===== config.mk =====
export PLATFORM = sky130hd
export DESIGN_NAME = pulse_stretch_tx
export DESIGN_NICKNAME = d
export VERILOG_FILES = /design/src/rtl/pulse_stretch_tx.sv
export SDC_FILE = /design/constraint.sdc
export NUM_CORES = 1
export LEC_CHECK = 0
export CORE_MARGIN = 5
export CORE_UTILIZATION = 57
export CTS_BUF_LIST = sky130_fd_sc_hd__clkbuf_16
export DETAILED_ROUTE_END_ITERATION = 8
export GPL_TIMING_DRIVEN = 0
export PLACE_DENSITY = 0.9
export SLEW_MARGIN = 20
export SYNTH_ARGS = -nofsm -noshare
export SYNTH_HDL_FRONTEND = slang
export SYNTH_SLANG_ARGS = --single-unit

===== constraint.sdc =====
create_clock -name clk -period 3.5 [get_ports clk]
set_input_delay 0.35 -clock clk [delete_from_list [all_inputs] [get_ports clk]]
set_output_delay 0.35 -clock clk [all_outputs]
set_load 0.01 [all_outputs]

===== src/rtl/pulse_stretch_tx.sv =====
// Pulse-extender CDC transmit side: each event becomes a HIGH_CYC-wide level.
// Define STRETCH_OVF_FLAG_EN to add the ovf_sticky / ovf_clr saturation flag.
module pulse_stretch_tx #(
  parameter int HIGH_CYC = 3,
  parameter int LOW_CYC  = 3,
  parameter int CNT_W    = 4
) (
  input  logic             clk,
  input  logic             rst,
  input  logic             pulse_in,
  output logic             stretch_out,
  output logic             busy,
  output logic [CNT_W-1:0] pending
`ifdef STRETCH_OVF_FLAG_EN
  ,
  output logic             ovf_sticky,
  input  logic             ovf_clr
`endif
);

  localparam int MAXC = (HIGH_CYC > LOW_CYC) ? HIGH_CYC : LOW_CYC;
  localparam int TW   = (MAXC > 1) ? $clog2(MAXC) : 1;
  localparam logic [TW-1:0]    T_HI = TW'(HIGH_CYC - 1);
  localparam logic [TW-1:0]    T_LO = TW'(LOW_CYC - 1);
  localparam logic [CNT_W-1:0] PMAX = '1;

  typedef enum logic [1:0] {
    S_IDLE,
    S_HIGH,
    S_LOW
  } state_t;

  state_t           r_state;
  state_t           w_state_nxt;
  logic [TW-1:0]    r_timer;
  logic [TW-1:0]    w_timer_nxt;
  logic [CNT_W-1:0] r_pend;
  logic [CNT_W-1:0] w_pend_nxt;
  logic             r_stretch;
  logic             r_busy;
  logic             w_acc;
  logic             w_drop;

  always_ff @(posedge clk) begin
    if (rst) begin
      r_state   <= S_IDLE;
      r_timer   <= '0;
      r_pend    <= '0;
      r_stretch <= 1'b0;
      r_busy    <= 1'b0;
    end else begin
      r_state   <= w_state_nxt;
      r_timer   <= w_timer_nxt;
      r_pend    <= w_pend_nxt;
      r_stretch <= (w_state_nxt == S_HIGH);
      r_busy    <= (w_state_nxt != S_IDLE);
    end
  end

  always_comb begin
    w_state_nxt = r_state;
    w_timer_nxt = r_timer;
    w_pend_nxt  = r_pend;
    w_acc       = 1'b0;
    w_drop      = 1'b0;
    unique case (r_state)
      S_IDLE: begin
        if (pulse_in) begin
          w_state_nxt = S_HIGH;
          w_timer_nxt = T_HI;
        end
      end
      S_HIGH: begin
        w_acc = pulse_in;
        if (r_timer == '0) begin
          w_state_nxt = S_LOW;
          w_timer_nxt = T_LO;
        end else begin
          w_timer_nxt = r_timer - 1'b1;
        end
      end
      S_LOW: begin
        if (r_timer == '0) begin
          // A pulse on the exit edge either cancels the replay decrement
          // or chains straight into a new level instead of going idle.
          if (r_pend != '0 || pulse_in) begin
            w_state_nxt = S_HIGH;
            w_timer_nxt = T_HI;
            if (r_pend != '0 && !pulse_in) w_pend_nxt = r_pend - 1'b1;
          end else begin
            w_state_nxt = S_IDLE;
          end
        end else begin
          w_acc       = pulse_in;
          w_timer_nxt = r_timer - 1'b1;
        end
      end
      default: begin
        w_state_nxt = S_IDLE;
        w_timer_nxt = '0;
      end
    endcase
    if (w_acc) begin
      if (r_pend == PMAX) w_drop = 1'b1;
      else w_pend_nxt = r_pend + 1'b1;
    end
  end

  assign stretch_out = r_stretch;
  assign busy        = r_busy;
  assign pending     = r_pend;

`ifdef STRETCH_OVF_FLAG_EN
  logic r_ovf;

  always_ff @(posedge clk) begin
    if (rst)          r_ovf <= 1'b0;
    else if (w_drop)  r_ovf <= 1'b1;
    else if (ovf_clr) r_ovf <= 1'b0;
  end

  assign ovf_sticky = r_ovf;
`else
  logic w_unused_drop;
  assign w_unused_drop = w_drop;
`endif

endmodule

==> run_results.csv, run 1 <==
group,metric,value,unit
power_and_ir_drop,comb_power_share,38.0,%
synth,synth_top_area_share,26.89,%
synth,muxShareOfSynthArea,4.370,%
final_layout,instances_no_fill,105,
detailed_routing,avgViaCountPerCell,5.857,
synth,synth-seq-cells,10,
worst_setup_path,cp.required,3.65,ns
power_and_ir_drop,p_leak,0.3531,nW
synth,synthAdderAreaFrac,13.45,%
synth,synth_top_family_by_area,"simple AND/OR/NAND/NOR gates",
power_and_ir_drop,vdd_drop_max,0.3882,mV
outcome,status,"finished clean",
clock_network,clock_sinks,10,
detailed_routing,vias,615,
synth,synth_ff_type,"dfxtp_1",
global_routing,grt_pass1_vias,544,
timing,skew,0.002271,ns
worst_setup_path,worstSetupEndpointType,"register",
placed_design,placedCellCount,101,
power_and_ir_drop,internal_power,0.3932,mW
synth,synth.avg_cell_area,9.544,µm²
detailed_routing,drc_errors,0,
clock_network,cts_inserted_buffers,3,
detailed_routing,drt_iter0_drc,7,
worst_setup_path,rr_worst_depth,6,
synth,yosysSeqAreaShare,26.89,%
timing,tns,0,ns
timing,period_minus_slack,1.822,ns
synth,netlist_area,744.5,µm²
placed_design,hpwl,1.040,mm
final_layout,seq_area,200.2,µm²
floorplan,die-area,0.002129,mm²
floorplan,ioPinCount,9,
run,drv_cap,0,
floorplan,rows,13,
clock_network,cts-resized-gates,0,
worst_setup_path,setup.worst_path.start_class,"register",
placed_design,gp_congestion,0.8663,
synth,yosys.area_share.simple,23.87,%
final_layout,n_fill_cell,94,
final_layout,diodes,0,
worst_setup_path,path_max_fanout,7,
clock_network,insertion_delay,0.24,ns
final_layout,multiInputGateArea,490.5,µm²
timing,tightest_slew,0.4815,ns
synth,synth.net_count,89,
global_routing,antenna_found_initial,0,
timing,max_slew_margin,67.90,%
global_routing,grt_max_degree,11,
synth,synth_area_leader_cell,"dfxtp_1",
synth,synth_cell_type_count,36,
power_and_ir_drop,power_density,635.5,mW/mm²
power_and_ir_drop,seq_power_share,27.2,%
final_layout,syn_to_final_growth,23.87,%
detailed_routing,wire_per_inst,14.60,µm
synth,synth_area_leaders,"dfxtp_1, ha_1, o21ai_0, inv_1, nor2_1",
worst_setup_path,critical_path_class,"reg -> reg",
timing,period_share,52.05,%
synth,yosys_warnings,0,
timing,drv_slew,0,
clock_network,cts_hold_buf,0,
final_layout,layout-drive-gt1-share,18.89,%
power_and_ir_drop,p_sw,0.1928,mW
synth,async_flop_share,0,%
power_and_ir_drop,p_sw_share,32.91,%
worst_setup_path,critPathArrivalTime,1.97,ns
floorplan,core_area,0.001269,mm²
worst_hold_path,holdPathStages,2,
synth,yosysMostFrequentCell,"dfxtp_1",
detailed_routing,drtAntennaViolNets,0,
detailed_routing,drt_wl_total,1.533,mm
floorplan,initial_core_util,58.68,%
global_routing,gr-total-overflow,0,
clock_network,path_clk_slew,0.04,ns
synth,yosys.area_share.xor_xnor,1.176,%
detailed_routing,dr.pass1.iters,4,
synth,synth_edf_count,0,
timing,setup_violations,0,
final_layout,fin_nets,102,
synth,synth_cells,78,
placed_design,port_buffers,8,
power_and_ir_drop,p_clk_share,34.8,%
timing,max_freq,548.9,MHz
worst_hold_path,hp-class,"reg -> reg",
floorplan,die_x,46.14,µm
clock_network,cts_tree,"yes",
global_routing,grt_pass1_wl,2.366,mm
timing,rsz0062_at_grt,"false",
clock_network,cts_root_buffer,"clkbuf_16",
synth,synth_common_cells,"dfxtp_1, ha_1, inv_1, nor2_1, o21ai_0",
timing,final_hold_viol_count,0,
clock_network,clock_path_buffers,2,
synth,synth-compound-area-share,23.03,%
clock_network,cts_setup_buffers,0,
clock_network,htreeDepth,1,
power_and_ir_drop,finalPower,0.5860,mW
global_routing,grt_use_total,16.11,%
floorplan,die_y,46.14,µm
-- kinds of logic after synthesis --
logic type	count (synthesis)
and+or+nand+nor	24
AOI/OAI and AO/OA	22
buffers and inverters	10
DFF	10
adders and majority gates	8
muxes	3
xor gates and xnor gates	1
-- power by group through the flow --
stage | registers (mW) | logic, mW | clock network (mW)
6_report | 0.159 | 0.223 | 0.204
4_1_cts | 0.159 | 0.223 | 0.208
5_1_grt | 0.163 | 0.243 | 0.216
3_5_place_dp | 0.161 | 0.218 | 0
3_3_place_gp | 0.159 | 0.213 | 0
2_1_floorplan | 0.163 | 0.157 | 0
-- stage by stage --
stage	hold slack [ns]	cell area, µm²	util (%)	worst slack [ns]
final	0.5142	922.1	72.68	1.678
after global routing	0.5419	922.1	72.68	1.589
after CTS	0.5165	922.1	72.68	1.680
after detailed placement	0.5101	843.3	66.47	1.669
after global placement	0.4838	843.3	66.47	1.679
after floorplan	0.4716	744.5	-	1.779
-- per-layer routing --
| metal | vias up | routed length [µm] | track usage [%] |
|---|---|---|---|
| li1 | 315 | - | - |
| met1 | 286 | 664 | 17.95 |
| met2 | 8 | 767 | 25.00 |
| met3 | 6 | 48 | 3.906 |
| met4 | 0 | 53 | 14.20 |
| met5 | - | 0 | 0 |
-- path summary, 6_finish.rpt --
kind                           startpoint                      end  slack [ns]
setup reg to reg    pending[0]$_SDFF_PP0_          busy$_SDFF_PP0_        1.68
hold reg to reg   r_timer[1]$_SDFFE_PP0P_  r_timer[1]$_SDFFE_PP0P_        0.51
hold / removal    r_timer[1]$_SDFFE_PP0P_  r_timer[1]$_SDFFE_PP0P_        0.51
setup / recovery    pending[0]$_SDFF_PP0_          busy$_SDFF_PP0_        1.68
-- registers in the layout (all words and copies together) (netlist names) --
name / flops
busy: 1
pending: 4
r_state: 2
r_timer: 2
stretch_out: 1
-- placed cells by master, fill, tap and decap left out, types with 3 or more instances in the layout --
cell,Yosys,layout
ha_1,8,8
inv_1,7,7
clkbuf_16,0,3
a21oi_1,3,3
nand2_1,3,3
dfxtp_1,10,10
o21ai_0,6,6
clkdlybuf4s50_1,0,8
nor2_1,7,7
-- layout make-up --
cell class,instances,share of cell area (%)
Timing Repair Buffer,8,8.684
Inverter,7,2.849
Buffer,3,2.985
Sequential cell,10,21.71
Multi-Input combinational cell,58,53.19
Clock inverter,1,0.4071
Clock buffer,3,8.141
Tap cell,15,2.035
-- worst max-delay path: stages (launching register included) --
cell and delay [ns]:
dfxtp_1 0.44, inv_1 0.09, ha_1 0.24, nor3b_2 0.20, nor3b_2 0.18, o31a_4 0.37, a311oi_2 0.20
Note: power is estimated with default switching activity, not from simulation.
==> run 2: changes to the inputs <==
Settings changed: CORE_UTILIZATION 57 to 53, PLACE_DENSITY 0.9 to 0.85.
Clock period 3.5 ns to 1.7 ns, I/O delays scaled along.
==> run_results.csv, run 2 (synthesis results as in run 1) <==
group,metric,value,unit
outcome,status,"finished clean",
worst_setup_path,critPathArrivalTime,1.80,ns
worst_setup_path,cp_cell_sequence,"inv_1 -> ha_2 -> nor3b_4 -> nor3b_2 -> o31a_4 -> a311oi_2",
final_layout,multiInputGateArea,518.0,µm²
clock_network,cts_inserted_buffers,3,
detailed_routing,drtAntennaViolNets,0,
worst_setup_path,path_max_fanout,5,
clock_network,path_clk_slew,0.04,ns
worst_setup_path,cp.required,1.85,ns
worst_setup_path,critPathBufInv,1,
placed_design,hpwl,1.066,mm
timing,final_hold_viol_count,0,
floorplan,die_x,47.48,µm
detailed_routing,wire_per_inst,14.54,µm
global_routing,grt_use_total,17.36,%
clock_network,htreeDepth,1,
placed_design,placed_area,844.6,µm²
global_routing,grt_pass1_vias,626,
final_layout,postLayoutCoreUtil,74.45,%
timing,setup_violations,0,
worst_setup_path,crit_slowest_cell,"o31a_4",
detailed_routing,vias,630,
power_and_ir_drop,vdd_drop_max,0.7966,mV
clock_network,clock_sinks,10,
timing,period_minus_slack,1.648,ns
timing,skew,0.001747,ns
final_layout,largest_register_ffs,4,
timing,period_share,96.96,%
floorplan,die-area,0.002254,mm²
final_layout,final_cell_mix,"clkdlybuf4s50_1, inv_1, nor2_1, dfxtp_1",
worst_setup_path,slowest_delay,0.37,ns
placed_design,gp_congestion,0.8529,
clock_network,clock_path_buffers,2,
timing,drv_slew,0,
final_layout,diodes,0,
run,drv_cap,0,
final_layout,layout-drive-gt1-share,30.11,%
worst_setup_path,critical_path_class,"reg -> reg",
timing,max_slew_margin,67.87,%
floorplan,ioPinCount,9,
power_and_ir_drop,finalPower,1.259,mW
placed_design,port_buffers,8,
clock_network,cts_tree,"yes",
final_layout,n_fill_cell,88,
worst_setup_path,worstSetupEndpointType,"register",
floorplan,initial_core_util,56.51,%
worst_setup_path,setup.worst_path.start_class,"register",
power_and_ir_drop,p_leak,0.3700,nW
floorplan,die_y,47.48,µm
worst_setup_path,cp_top_family,"compound AO/OA/AOI/OAI gates",
detailed_routing,drt_iter0_drc,9,
detailed_routing,drt_wl_total,1.570,mm
global_routing,grt_pass1_wl,2.711,mm
clock_network,cts_root_buffer,"clkbuf_16",
detailed_routing,avgViaCountPerCell,5.833,
final_layout,fin_nets,105,
global_routing,antenna_found_initial,0,
final_layout,seq_area,209.0,µm²
timing,rsz0062_at_grt,"true",
final_layout,final_common_cell,"clkdlybuf4s50_1",
timing,max_freq,606.7,MHz
floorplan,core_area,0.001318,mm²
detailed_routing,drc_errors,0,
floorplan,rows,13,
global_routing,gr-total-overflow,0,
power_and_ir_drop,power_density,1284,mW/mm²
detailed_routing,dr.pass1.iters,4,
final_layout,syn_to_final_growth,31.76,%
worst_hold_path,hp-class,"reg -> reg",
clock_network,cts_hold_buf,0,
final_layout,design_area,980.9,µm²
timing,tightest_slew,0.4819,ns
global_routing,grt_max_degree,11,
clock_network,insertion_delay,0.24,ns
[run 2: repair_timing]
item                                    CTS  global route
pin swaps                                 0             1
endpoints found under the setup margin    3             8
buffers inserted                          0             3
endpoints found under the hold margin     0             0
gates resized for setup                   3            10
[run 2: area by class of cell]
| class | count | share of cell area [%] |
|---|---|---|
| inverter | 7 | 2.679 |
| timing repair buffer | 11 | 10.46 |
| sequential | 10 | 21.30 |
| clock buffer | 3 | 7.653 |
| clock inverter | 1 | 0.3827 |
| multi-input combinational | 58 | 52.81 |
| buffer | 3 | 2.806 |
| tap | 15 | 1.913 |
[run 2: per-stage QoR]
stage | TNS, ns | setup slack (ns) | std cells | hold WS (ns)
after floorplan | 0 | 0.008423 | 78 | 0.3652
after global placement | -0.03635 | -0.02140 | 101 | 0.4877
after detailed placement | -0.1109 | -0.05258 | 101 | 0.5025
after CTS | 0 | 0.003501 | 105 | 0.5086
after global routing | -0.01179 | -0.01179 | 108 | 0.5587
final | 0 | 0.05163 | 108 | 0.5074
[run 2: worst register-to-register path: stages (launching register included)]
cell and delay [ns]:
dfxtp_4 0.35, inv_1 0.06, ha_2 0.20, nor3b_4 0.17, nor3b_2 0.17, o31a_4 0.37, a311oi_2 0.24
[run 2: per-layer routing]
metal  global-route usage, %  wire length (µm)  vias up
li1                        -                 -      320
met1                   19.95               666      291
met2                   28.61               794       14
met3                   4.887                75        5
met4                   9.945                34        0
met5                       0                 0        -
[run 2: power by group]
| group | switching [mW] | internal [mW] |
|---|---|---|
| Combinational | 0.264 | 0.252 |
| Sequential | 0.0369 | 0.288 |
| Clock | 0.110 | 0.308 |
[run 2: worst paths after layout]
path                           startpoint                      end  slack (ns)  cells past startpoint
setup / recovery    pending[0]$_SDFF_PP0_          busy$_SDFF_PP0_        0.05                      6
hold / removal    r_timer[1]$_SDFFE_PP0P_  r_timer[1]$_SDFFE_PP0P_        0.51                      2
setup reg to reg    pending[0]$_SDFF_PP0_          busy$_SDFF_PP0_        0.05                      6
hold reg to reg   r_timer[1]$_SDFFE_PP0P_  r_timer[1]$_SDFFE_PP0P_        0.51                      2
==> run 3: changes to the inputs <==
Settings changed: CAP_MARGIN set to 25.
==> results of run 3 <==
Same layout as run 2: the final DEF is identical, and so are final timing and power.
